===== config.mk =====
export PLATFORM = sky130hd
export DESIGN_NAME = impulse_sweep_ctrl_flat
export DESIGN_NICKNAME = d
export VERILOG_FILES = /design/src/rtl/impulse_sweep_ctrl_pkg.sv /design/src/rtl/impulse_sweep_ctrl_if.sv /design/src/rtl/impulse_sweep_ctrl_frame_ctr.sv /design/src/rtl/impulse_sweep_ctrl.sv /design/src/flat_wrapper.sv
export SDC_FILE = /design/constraint.sdc
export NUM_CORES = 1
export LEC_CHECK = 0
export CORE_AREA = 2 2 90 100
export CTS_CLUSTER_DIAMETER = 60
export CTS_CLUSTER_SIZE = 20
export DETAILED_ROUTE_END_ITERATION = 10
export DIE_AREA = 0 0 92 102
export GPL_TIMING_DRIVEN = 0
export PLACE_DENSITY = 0.79
export SYNTH_ARGS = -nofsm -noshare
export SYNTH_HDL_FRONTEND = slang
export SYNTH_SLANG_ARGS = --single-unit

===== constraint.sdc =====
create_clock -name clk -period 3.2 [get_ports clk]
set_clock_uncertainty 0.05 [all_clocks]
set_input_delay 0.32 -clock clk [delete_from_list [all_inputs] [get_ports clk]]
set_output_delay 0.32 -clock clk [all_outputs]
set_load 0.03 [all_outputs]

===== src/rtl/impulse_sweep_ctrl_pkg.sv =====
// Shared types and width helpers for the impulse sweep stimulus sequencer.
package impulse_sweep_ctrl_pkg;

  typedef enum logic [1:0] {
    IDLE = 2'd0,
    RUN  = 2'd1,
    GAP  = 2'd2,
    DONE = 2'd3
  } sweep_state_t;

  localparam int DEF_FFT_LEN = 64;

  // Counter width that stays legal for ranges of 0 or 1.
  function automatic int cnt_w(input int n);
    return (n > 1) ? $clog2(n) : 1;
  endfunction

  function automatic int phase_w(input int fft_len);
    return cnt_w(fft_len);
  endfunction

  localparam int DEF_PHASE_W = phase_w(DEF_FFT_LEN);

endpackage


===== src/rtl/impulse_sweep_ctrl_if.sv =====
// AXI-stream sample channel between the sweep sequencer and its consumer.
interface impulse_sweep_ctrl_if #(
  parameter int WIDTH = 16
);
  logic             tvalid;
  logic             tready;
  logic [WIDTH-1:0] tdata;

  modport master (output tvalid, output tdata, input tready);
  modport slave  (input tvalid, input tdata, output tready);
endinterface


===== src/rtl/impulse_sweep_ctrl_frame_ctr.sv =====
// Sample-in-frame and decimation counters, both advancing on each accepted beat.
module impulse_sweep_ctrl_frame_ctr
  import impulse_sweep_ctrl_pkg::*;
#(
  parameter int  FFT_LEN = 64,
  parameter int  DEC_FAC = 48,
  localparam int SW      = cnt_w(FFT_LEN),
  localparam int DW      = cnt_w(DEC_FAC)
) (
  input  logic          clk,
  input  logic          rst,
  input  logic          clr,
  input  logic          hs,
  output logic [SW-1:0] samp_ctr,
  output logic [SW-1:0] samp_nxt,
  output logic          samp_wrap,
  output logic          dec_wrap
);

  localparam logic [SW-1:0] SAMP_MAX = SW'(FFT_LEN - 1);
  localparam logic [DW-1:0] DEC_MAX  = DW'(DEC_FAC - 1);

  logic [SW-1:0] samp_r;
  logic [DW-1:0] dec_r;

  assign samp_wrap = (samp_r == SAMP_MAX);
  assign dec_wrap  = (dec_r == DEC_MAX);
  assign samp_nxt  = samp_wrap ? {SW{1'b0}} : (samp_r + SW'(1));
  assign samp_ctr  = samp_r;

  // Both counters clear on a new sweep and step only on a handshake.
  always_ff @(posedge clk or negedge rst) begin
    if (!rst) begin
      samp_r <= {SW{1'b0}};
      dec_r  <= {DW{1'b0}};
    end else if (clr) begin
      samp_r <= {SW{1'b0}};
      dec_r  <= {DW{1'b0}};
    end else if (hs) begin
      samp_r <= samp_nxt;
      dec_r  <= dec_wrap ? {DW{1'b0}} : (dec_r + DW'(1));
    end
  end

endmodule


===== src/rtl/impulse_sweep_ctrl.sv =====
// Impulse-response sweep source: M-sample frames with one impulse at the current
// phase, optional M-D idle gaps after every D accepted samples.
module impulse_sweep_ctrl
  import impulse_sweep_ctrl_pkg::*;
#(
  parameter int  WIDTH     = 16,
  parameter int  FFT_LEN   = 64,
  parameter int  DEC_FAC   = 48,
  parameter int  PULSE_VAL = 1,
  parameter int  GAP_EN    = 1,
  localparam int PW        = phase_w(FFT_LEN)
) (
  input  logic                  clk,
  input  logic                  rst,
  input  logic                  start,
  input  logic                  abort,
  input  logic [PW-1:0]         phase_lo,
  input  logic [PW-1:0]         phase_hi,
  input  logic [15:0]           frames,
  output logic                  busy,
  output logic                  done,
  output logic [PW-1:0]         cur_phase,
  impulse_sweep_ctrl_if.master  m_axis
);

  localparam logic [1:0] ST_IDLE = IDLE;
  localparam logic [1:0] ST_RUN  = RUN;
  localparam logic [1:0] ST_GAP  = GAP;
  localparam logic [1:0] ST_DONE = DONE;

  localparam int             GW      = cnt_w(FFT_LEN - DEC_FAC);
  localparam logic [GW-1:0]  GAP_MAX = GW'((FFT_LEN > DEC_FAC) ? (FFT_LEN - DEC_FAC - 1) : 0);
  localparam logic           GAP_ON  = (GAP_EN != 0) && (FFT_LEN > DEC_FAC);
  localparam logic [WIDTH-1:0] PULSE = WIDTH'(PULSE_VAL);

  logic [1:0]       state_r, state_nxt_s;
  logic [GW-1:0]    gap_ctr_r, gap_nxt_s;
  logic [15:0]      frm_ctr_r, frm_nxt_s;
  logic [15:0]      frames_r, frames_nxt_s;
  logic [PW-1:0]    phase_r, phase_nxt_s;
  logic [PW-1:0]    phase_hi_r, hi_nxt_s;
  logic             tvalid_r, tvalid_nxt_s;
  logic [WIDTH-1:0] tdata_r, tdata_nxt_s;
  logic             done_r, done_nxt_s;
  logic             busy_r;
  logic             clr_s, hs_s, sweep_end_s;
  logic [PW-1:0]    samp_ctr_s, samp_nxt_s;
  logic             samp_wrap_s, dec_wrap_s;

  function automatic logic [WIDTH-1:0] sample_at(input logic [PW-1:0] idx,
                                                   input logic [PW-1:0] ph);
    if (idx == ph) begin
      return PULSE;
    end else begin
      return {WIDTH{1'b0}};
    end
  endfunction

  assign hs_s = (state_r == ST_RUN) && tvalid_r && m_axis.tready && !abort;

  impulse_sweep_ctrl_frame_ctr #(
    .FFT_LEN (FFT_LEN),
    .DEC_FAC (DEC_FAC)
  ) u_frame_ctr (
    .clk       (clk),
    .rst       (rst),
    .clr       (clr_s),
    .hs        (hs_s),
    .samp_ctr  (samp_ctr_s),
    .samp_nxt  (samp_nxt_s),
    .samp_wrap (samp_wrap_s),
    .dec_wrap  (dec_wrap_s)
  );

  // Next-state, bookkeeping and next output sample; the next beat is precomputed
  // so tready never reaches tdata combinationally.
  always_comb begin
    state_nxt_s  = state_r;
    gap_nxt_s    = gap_ctr_r;
    frm_nxt_s    = frm_ctr_r;
    frames_nxt_s = frames_r;
    phase_nxt_s  = phase_r;
    hi_nxt_s     = phase_hi_r;
    tvalid_nxt_s = tvalid_r;
    tdata_nxt_s  = tdata_r;
    done_nxt_s   = 1'b0;
    clr_s        = 1'b0;
    sweep_end_s  = 1'b0;
    if (abort) begin
      state_nxt_s  = ST_IDLE;
      tvalid_nxt_s = 1'b0;
      tdata_nxt_s  = {WIDTH{1'b0}};
    end else begin
      case (state_r)
        ST_IDLE: begin
          if (start) begin
            hi_nxt_s     = phase_hi;
            frames_nxt_s = (frames == 16'd0) ? 16'd1 : frames;
            phase_nxt_s  = phase_lo;
            frm_nxt_s    = 16'd0;
            gap_nxt_s    = {GW{1'b0}};
            clr_s        = 1'b1;
            if (phase_lo > phase_hi) begin
              done_nxt_s = 1'b1;
            end else begin
              state_nxt_s  = ST_RUN;
              tvalid_nxt_s = 1'b1;
              tdata_nxt_s  = sample_at({PW{1'b0}}, phase_lo);
            end
          end else begin
            tvalid_nxt_s = 1'b0;
          end
        end
        ST_RUN: begin
          if (hs_s) begin
            if (samp_wrap_s) begin
              if (frm_ctr_r == (frames_r - 16'd1)) begin
                frm_nxt_s = 16'd0;
                if (phase_r == phase_hi_r) begin
                  sweep_end_s = 1'b1;
                end else begin
                  phase_nxt_s = phase_r + PW'(1);
                end
              end else begin
                frm_nxt_s = frm_ctr_r + 16'd1;
              end
            end else begin
              frm_nxt_s = frm_ctr_r;
            end
            // Finishing the sweep wins over a gap falling on the same beat.
            if (sweep_end_s) begin
              state_nxt_s  = ST_DONE;
              tvalid_nxt_s = 1'b0;
              tdata_nxt_s  = {WIDTH{1'b0}};
              done_nxt_s   = 1'b1;
            end else if (GAP_ON && dec_wrap_s) begin
              state_nxt_s  = ST_GAP;
              tvalid_nxt_s = 1'b0;
              tdata_nxt_s  = {WIDTH{1'b0}};
              gap_nxt_s    = {GW{1'b0}};
            end else begin
              tvalid_nxt_s = 1'b1;
              tdata_nxt_s  = sample_at(samp_nxt_s, phase_nxt_s);
            end
          end else begin
            tvalid_nxt_s = 1'b1;
          end
        end
        ST_GAP: begin
          if (gap_ctr_r == GAP_MAX) begin
            state_nxt_s  = ST_RUN;
            gap_nxt_s    = {GW{1'b0}};
            tvalid_nxt_s = 1'b1;
            tdata_nxt_s  = sample_at(samp_ctr_s, phase_r);
          end else begin
            gap_nxt_s = gap_ctr_r + GW'(1);
          end
        end
        ST_DONE: begin
          state_nxt_s = ST_IDLE;
        end
        default: begin
          state_nxt_s  = ST_IDLE;
          tvalid_nxt_s = 1'b0;
          tdata_nxt_s  = {WIDTH{1'b0}};
        end
      endcase
    end
  end

  // State, bookkeeping and registered outputs.
  always_ff @(posedge clk or negedge rst) begin
    if (!rst) begin
      state_r    <= ST_IDLE;
      gap_ctr_r  <= {GW{1'b0}};
      frm_ctr_r  <= 16'd0;
      frames_r   <= 16'd0;
      phase_r    <= {PW{1'b0}};
      phase_hi_r <= {PW{1'b0}};
      tvalid_r   <= 1'b0;
      tdata_r    <= {WIDTH{1'b0}};
      done_r     <= 1'b0;
      busy_r     <= 1'b0;
    end else begin
      state_r    <= state_nxt_s;
      gap_ctr_r  <= gap_nxt_s;
      frm_ctr_r  <= frm_nxt_s;
      frames_r   <= frames_nxt_s;
      phase_r    <= phase_nxt_s;
      phase_hi_r <= hi_nxt_s;
      tvalid_r   <= tvalid_nxt_s;
      tdata_r    <= tdata_nxt_s;
      done_r     <= done_nxt_s;
      busy_r     <= (state_nxt_s == ST_RUN) || (state_nxt_s == ST_GAP);
    end
  end

  assign m_axis.tvalid = tvalid_r;
  assign m_axis.tdata  = tdata_r;
  assign busy          = busy_r;
  assign done          = done_r;
  assign cur_phase     = phase_r;

endmodule


===== src/flat_wrapper.sv =====
// flat-port wrapper written by rule: the top's interface ports become plain ports
module impulse_sweep_ctrl_flat import impulse_sweep_ctrl_pkg::*;
#(
  parameter int  WIDTH     = 16,
  parameter int  FFT_LEN   = 64,
  parameter int  DEC_FAC   = 48,
  parameter int  PULSE_VAL = 1,
  parameter int  GAP_EN    = 1,
  localparam int PW        = phase_w(FFT_LEN)
)
  (clk, rst, start, abort, phase_lo, phase_hi, frames, busy, done, cur_phase, m_axis_tvalid, m_axis_tdata, m_axis_tready);
  impulse_sweep_ctrl_if #(.WIDTH(WIDTH)) m_axis_i ();
  input  logic clk;
  input  logic rst;
  input  logic start;
  input  logic abort;
  input  logic [PW-1:0] phase_lo;
  input  logic [PW-1:0] phase_hi;
  input  logic [15:0] frames;
  output logic busy;
  output logic done;
  output logic [PW-1:0] cur_phase;
  output wire logic [$bits(m_axis_i.tvalid)-1:0] m_axis_tvalid;
  output wire logic [$bits(m_axis_i.tdata)-1:0] m_axis_tdata;
  input wire logic [$bits(m_axis_i.tready)-1:0] m_axis_tready;
  assign m_axis_tvalid = m_axis_i.tvalid;
  assign m_axis_tdata = m_axis_i.tdata;
  assign m_axis_i.tready = m_axis_tready;
  impulse_sweep_ctrl #(.WIDTH(WIDTH), .FFT_LEN(FFT_LEN), .DEC_FAC(DEC_FAC), .PULSE_VAL(PULSE_VAL), .GAP_EN(GAP_EN)) u_core (.clk(clk), .rst(rst), .start(start), .abort(abort), .phase_lo(phase_lo), .phase_hi(phase_hi), .frames(frames), .busy(busy), .done(done), .cur_phase(cur_phase), .m_axis(m_axis_i));
endmodule

# Word-level counts from Yosys, hierarchy flattened
# Index checks and enable logic that the tools add are counted.
[classes]
reduce_logical = 18
add_sub_neg = 6
magnitude_cmp = 1
muxes = 69
bitwise_logic = 1
n_eq_ne = 22
[ops]
columns = ["op", "n"]
rows = [
  ["$mux 16", 12],
  ["$mux 6", 14],
  ["$pmux 16 s3", 1],
  ["$pmux 16 s2", 1],
  ["$mux 1", 24],
  ["$mux 4", 5],
  ["$add 6x1->6 const B", 3],
  ["$eq 6x6->1", 3],
  ["$add 16x1->16 const B", 1],
  ["$eq 16x16->1", 1],
  ["$logic_not 16->1", 1],
  ["$sub 16x1->16 const B", 1],
  ["$mux 2", 7],
  ["$eq 6x6->1 const B", 2],
  ["$pmux 4 s3", 1],
  ["$pmux 6 s2", 1],
  ["$reduce_and 5->1", 2],
  ["$ne 2x2->1 const B", 4],
  ["$pmux 2 s4", 1],
  ["$eq 2x2->1 const B", 3],
  ["$gt 6x6->1", 1],
  ["$logic_not 6->1", 1],
  ["$ne 3x2->1 const B", 2],
  ["$ne 3x3->1 const B", 2],
  ["other kinds (18)", 23],
]
[word_totals]
inputBits = 33
out_inout_bits = 25
word_cells = 129
reg_bits = 81

# Depth between registers and ports, before layout
[depth]
word_depth = 14
ltp_mapped = 12
mapped_depth_nobuf = 11

# Modules after synthesis
# From an unflattened synthesis, not the netlist that was laid out.
[hier_totals]
hier_cells = 550
area_unflattened_um2 = 4594.4
[modules_own_cells]
columns = ["module", "area_per_inst_um2", "seq_area_each_um2", "instances", "cells_per_inst"]
rows = [
  ["impulse_sweep_ctrl", 3896.2, 1351.3, 1, 470],
  ["impulse_sweep_ctrl_frame_ctr", 698.2, 300.3, 1, 80],
]

# Worst setup path after synthesis
# Ideal clock, no wire load.
[synth_timing]
path_type = "register -> register"
from = "reg u_core.phase_r[0] (netlist: u_core.cur_phase[0])"
to = "reg u_core.gap_ctr_r[2]"
stages_incl_launch_ff = 11
t_arrival_ps = 2888
required_ps = 3026
setup_time_ps = 124
synth_period_minus_slack_ps = 3062
n_path_buf = 1
path_slack_ps = 138
cell_sequence = "dfrtp_1 > clkbuf_1 > xnor2_1 > nand2_1 > or4_1 > or4b_4 > nor4_4 > o21ai_1 > o311ai_1 > nor3_1 > a211o_1"
[synth_between]
elab_chain_len = 9
[synth_lines]
columns = ["element", "line", "source"]
rows = [
  ["from (decl)", "impulse_sweep_ctrl.sv:40", "logic [PW-1:0] phase_r, phase_nxt_s;"],
  ["from (signal assigned)", "impulse_sweep_ctrl.sv:178", "phase_r <= {PW{1'b0}};"],
  ["from (signal assigned)", "impulse_sweep_ctrl.sv:189", "phase_r <= phase_nxt_s;"],
  ["$eq 6x6->1", "impulse_sweep_ctrl.sv:119", "if (phase_r == phase_hi_r) begin"],
  ["$mux 1", "impulse_sweep_ctrl.sv:119", ""],
  ["$mux 1", "impulse_sweep_ctrl.sv:117", "if (frm_ctr_r == (frames_r - 16'd1)) begin"],
  ["$mux 1", "impulse_sweep_ctrl.sv:116", "if (samp_wrap_s) begin"],
  ["$mux 1", "impulse_sweep_ctrl.sv:115", "if (hs_s) begin"],
  ["$mux 1", "impulse_sweep_ctrl.sv:94", "case (state_r)"],
  ["$mux 1", "impulse_sweep_ctrl.sv:89", "if (abort) begin"],
  ["$ne 2x2->1 (no source line)", "-", ""],
  ["$reduce_and 6->1 (no source line)", "-", ""],
  ["to (signal assigned)", "impulse_sweep_ctrl.sv:175", "gap_ctr_r <= {GW{1'b0}};"],
  ["to (signal assigned)", "impulse_sweep_ctrl.sv:186", "gap_ctr_r <= gap_nxt_s;"],
  ["to (decl)", "impulse_sweep_ctrl.sv:37", "logic [GW-1:0] gap_ctr_r, gap_nxt_s;"],
]
# No other way between the ends. The select of a mux whose other input is x is not followed.
# A chain may end at the register's enable or synchronous reset.

# Worst setup path after layout
[layout_timing]
from = "reg u_core.frames_r[1]"
to = "reg u_core.tvalid_r (netlist: u_core.m_axis.tvalid)"
[layout_between]
elab_chain_len = 11
[layout_lines]
columns = ["element", "line", "source"]
rows = [
  ["from (decl)", "impulse_sweep_ctrl.sv:39", "logic [15:0] frames_r, frames_nxt_s;"],
  ["from (signal assigned)", "impulse_sweep_ctrl.sv:188", "frames_r <= frames_nxt_s;"],
  ["$sub 16x1->16", "impulse_sweep_ctrl.sv:117", ""],
  ["$eq 16x16->1", "impulse_sweep_ctrl.sv:117", ""],
  ["$mux 1", "impulse_sweep_ctrl.sv:117", ""],
  ["$mux 1", "impulse_sweep_ctrl.sv:116", ""],
  ["$mux 1", "impulse_sweep_ctrl.sv:115", ""],
  ["$mux 1", "impulse_sweep_ctrl.sv:94", ""],
  ["$mux 1", "impulse_sweep_ctrl.sv:89", ""],
  ["$mux 1", "impulse_sweep_ctrl.sv:131", "if (sweep_end_s) begin"],
  ["$mux 1", "impulse_sweep_ctrl.sv:115", ""],
  ["$pmux 1 s3", "impulse_sweep_ctrl.sv:94", ""],
  ["$mux 1", "impulse_sweep_ctrl.sv:89", ""],
  ["to (signal assigned)", "impulse_sweep_ctrl.sv:191", "tvalid_r <= tvalid_nxt_s;"],
  ["to (decl)", "impulse_sweep_ctrl.sv:42", "logic tvalid_r, tvalid_nxt_s;"],
]
# No other way between the ends. The select of a mux whose other input is x is not followed.

==> results.json <==
{
  "status": "finished, violations left",
  "violations": "hold timing, setup timing",
  "criticalPathCategory": "register to register",
  "die_h_um": 102,
  "rsz0062_at_grt": "yes",
  "synth_most_common_cell": "nand2_1",
  "irDropWorstVdd_mv": 0.324,
  "ys.flop_type": "dfrtp_1",
  "timing.rr.start": "u_core.frames_r[1]",
  "required_ns": 3.40,
  "routabilityCongestion": 0.891,
  "period_share": 1.00,
  "endpoint_kind": "register",
  "p_sw_frac": 0.420,
  "power_switching_mw": 1.30,
  "final_nets": 677,
  "top_usage_layer": "met2",
  "setup_viol": 1,
  "async_flop_share": 1.00,
  "netlist.area_leader.share": 0.362,
  "synth_edf_count": 0,
  "synth_area_per_cell_um2": 8.35,
  "fp.dieArea_um2": 9380,
  "fin_ws_ns": -0.00340,
  "path_max_fanout": 4,
  "holdBufCountCts": 0,
  "synth_cells": 547,
  "clockBufferDepth": 2,
  "fin_hold_ws_ns": -0.00973,
  "dieWidth_um": 92,
  "combPwrFrac": 0.415,
  "initial_core_util": 0.549,
  "antenna_found_initial": 0,
  "wire_per_inst_um": 16.9,
  "grt_max_degree": 67,
  "r2r_end": "u_core.m_axis.tvalid",
  "slew_headroom": 0.439,
  "drive_gt1_frac": 0.174,
  "grt_pass1_wl_um": 19700,
  "hold_path_class": "primary input to async pin",
  "drc": 0,
  "overflow": 0,
  "yosys_register_bits": 66,
  "cap_violations": 0,
  "worst_path_largest_cell_delay_ns": 0.58,
  "dp_hpwl_um": 8580,
  "intPower_mw": 1.80,
  "worstSetupStartpointType": "register",
  "vias_per_cell": 5.82,
  "crit_path_top_delay_cell": "or4_4",
  "ys_types": 69,
  "htree_num_levels": 3,
  "drt_iter0_drc": 273,
  "fmax_mhz": 312,
  "cts_tree": "built",
  "worst_slew_pin_slew_ns": 0.841,
  "clk_latency_ns": 0.37,
  "root_buffer": "clkbuf_8",
  "cellLeakagePower_nw": 2.55,
  "yosys.area.top_type": "dfrtp_1",
  "num_rows": 35,
  "power.density_nw_per_um2": 540,
  "n_fill_cell": 651,
  "grt_use_met3": 0.0354,
  "path_clk_slew_ns": 0.08,
  "route.vias.total": 4327,
  "critical_path_arrival_ns": 3.41,
  "ys.warnings.count": 0,
  "grt_use_total": 0.267,
  "clock_sinks": 66,
  "core-area_um2": 8320,
  "synth_area_um2": 4570,
  "antennaDiodeCount": 0,
  "r2r_slack_ns": -0.003,
  "total_power_mw": 3.10,
  "wl_um": 12600,
  "numPortBuffers": 42,
  "seq_area_frac_synth": 0.362,
  "power.clock.fraction": 0.205,
  "post-route-min-period_ns": 3.20,
  "use_met2": 0.462,
  "cp_common_cell": "a21oi_2",
  "met1_usage": 0.333,
  "firstDrtPassIters": 5,
  "ant_nets": 0,
  "r2r_cells": 10,
  "ios": 58,
  "path_cells": "or4_4, o41ai_4, a21oi_2, or4b_4, nor4_4, buf_6, o21ai_4, a21oi_2, nor3_2, mux2_4",
  "first_global_vias": 4060,
  "pre_cts_ws_ns": -0.227,
  "hold_viol": 14,
  "synthTopCellsByArea": "dfrtp_1 36%, nand2_1 7.2%, xor2_1 5.2%, xnor2_1 4.4%, ha_1 4.1%",
  "pwr-share-seq": 0.380,
  "drv_slew": 0,
  "cp-startpoint": "u_core.frames_r[1]",
  "numCtsBuffers": 9,
  "ys_top_cells_by_count": "87 x nand2_1, 66 x dfrtp_1, 46 x nor2_1",
  "syn_to_final_growth_pct": 25.8
}
[sequential cells by signal, indices dropped and copies added, names as in the netlist]
name,count
u_core.cur_phase,6
u_core.phase_hi_r,6
u_core.frm_ctr_r,16
u_core.busy,1
u_core.m_axis.tdata,1
u_core.done,1
u_core.u_frame_ctr.dec_r,6
u_core.u_frame_ctr.samp_ctr,6
u_core.m_axis.tvalid,1
u_core.state_r,2
u_core.gap_ctr_r,4
u_core.frames_r,16
[through the flow]
stage	instance area [µm²]	std cells	setup TNS [ns]	utilization	hold slack [ns]
finish	5740	744	-0.00340	0.690	-0.00973
global route	5740	744	-0.755	0.690	0.0764
CTS	5560	741	-0.347	0.668	0.0378
detailed placement	5170	714	-1.24	0.622	0.433
global placement	5180	714	-29.37	0.622	0.437
floorplan	4620	561	0	-	-0.0256
[cell families after synthesis]
logic type / after synthesis / share of synthesized area
mux: 8 / 0.0178
simple gates: 238 / 0.261
fa+ha+maj: 15 / 0.0411
xor+xnor: 50 / 0.0959
flops: 66 / 0.362
other cells: 1 / 0.000821
compound gates: 106 / 0.156
buf+inv: 63 / 0.0660
[worst max-delay path: cells and delay by family (launching register included)]
| kind | cells | cell delay, ns |
|---|---|---|
| buf+inv | 1 | 0.18 |
| compound gates | 4 | 0.68 |
| mux | 1 | 0.28 |
| flops | 1 | 0.41 |
| simple gates | 4 | 1.50 |
[layout by cell type, fill, tap and decap left out, types with 6 or more instances in the layout]
| master | instances |
|---|---|
| nand3_1 | 23 |
| buf_4 | 31 |
| and3_1 | 11 |
| ha_1 | 13 |
| nand4_1 | 9 |
| clkbuf_8 | 9 |
| o21ai_1 | 7 |
| dfrtp_1 | 63 |
| xnor2_1 | 23 |
| nor3_1 | 8 |
| xor2_1 | 27 |
| conb_1 | 15 |
| or3_1 | 6 |
| a21oi_1 | 20 |
| clkbuf_1 | 18 |
| nor2_1 | 45 |
| clkdlybuf4s50_1 | 41 |
| a22oi_1 | 6 |
| mux2i_1 | 7 |
| o21ai_0 | 22 |
| nand2_1 | 86 |
| inv_1 | 13 |
| buf_6 | 8 |
[power groups by stage]
stage	combinational [mW]	clock [mW]	sequential, mW
2_1_floorplan	0.803	0	1.15
3_3_place_gp	1.19	0	1.09
3_5_place_dp	1.23	0	1.09
4_1_cts	1.26	0.630	1.11
5_1_grt	1.41	0.658	1.20
6_report	1.29	0.636	1.18
[routing by layer]
| metal | vias to the layer above | part of all wire | wire length [µm] |
|---|---|---|---|
| li1 | 2066 | - | - |
| met5 | - | 0 | 0 |
| met2 | 151 | 0.51 | 6450 |
| met1 | 2075 | 0.41 | 5170 |
| met3 | 35 | 0.044 | 551 |
| met4 | 0 | 0.033 | 420 |
[layout make-up]
type / instances / area (µm²) / area share
multi-input combinational: 432 / 2890 / 0.504
sequential: 66 / 1660 / 0.288
timing repair buffer: 64 / 609 / 0.106
buffer: 40 / 224 / 0.0390
tap: 111 / 139 / 0.0242
clock buffer: 9 / 124 / 0.0216
inverter: 16 / 65.1 / 0.0113
clock inverter: 6 / 35.0 / 0.00610
[worst max-delay path by stage]
stage,end,slack (ns),depth (start not counted)
detailed placement,u_core.frm_ctr_r[14],-0.23,11
CTS,u_core.m_axis.tvalid,-0.12,11
floorplan,u_core.gap_ctr_r[2],0.14,10
finish,u_core.m_axis.tvalid,-0.003,10
global placement,u_core.m_axis.tvalid,-0.44,1
global route,u_core.m_axis.tvalid,-0.09,11
[repair_timing]
| item | in CTS | in global routing |
|---|---|---|
| pin swaps | 20 | 19 |
| hold endpoints to repair | 0 | 0 |
| setup buffers | 15 | 8 |
| setup endpoints to repair | 17 | 27 |
| resized for setup | 33 | 39 |
Note: power is estimated with default switching activity, not from simulation.
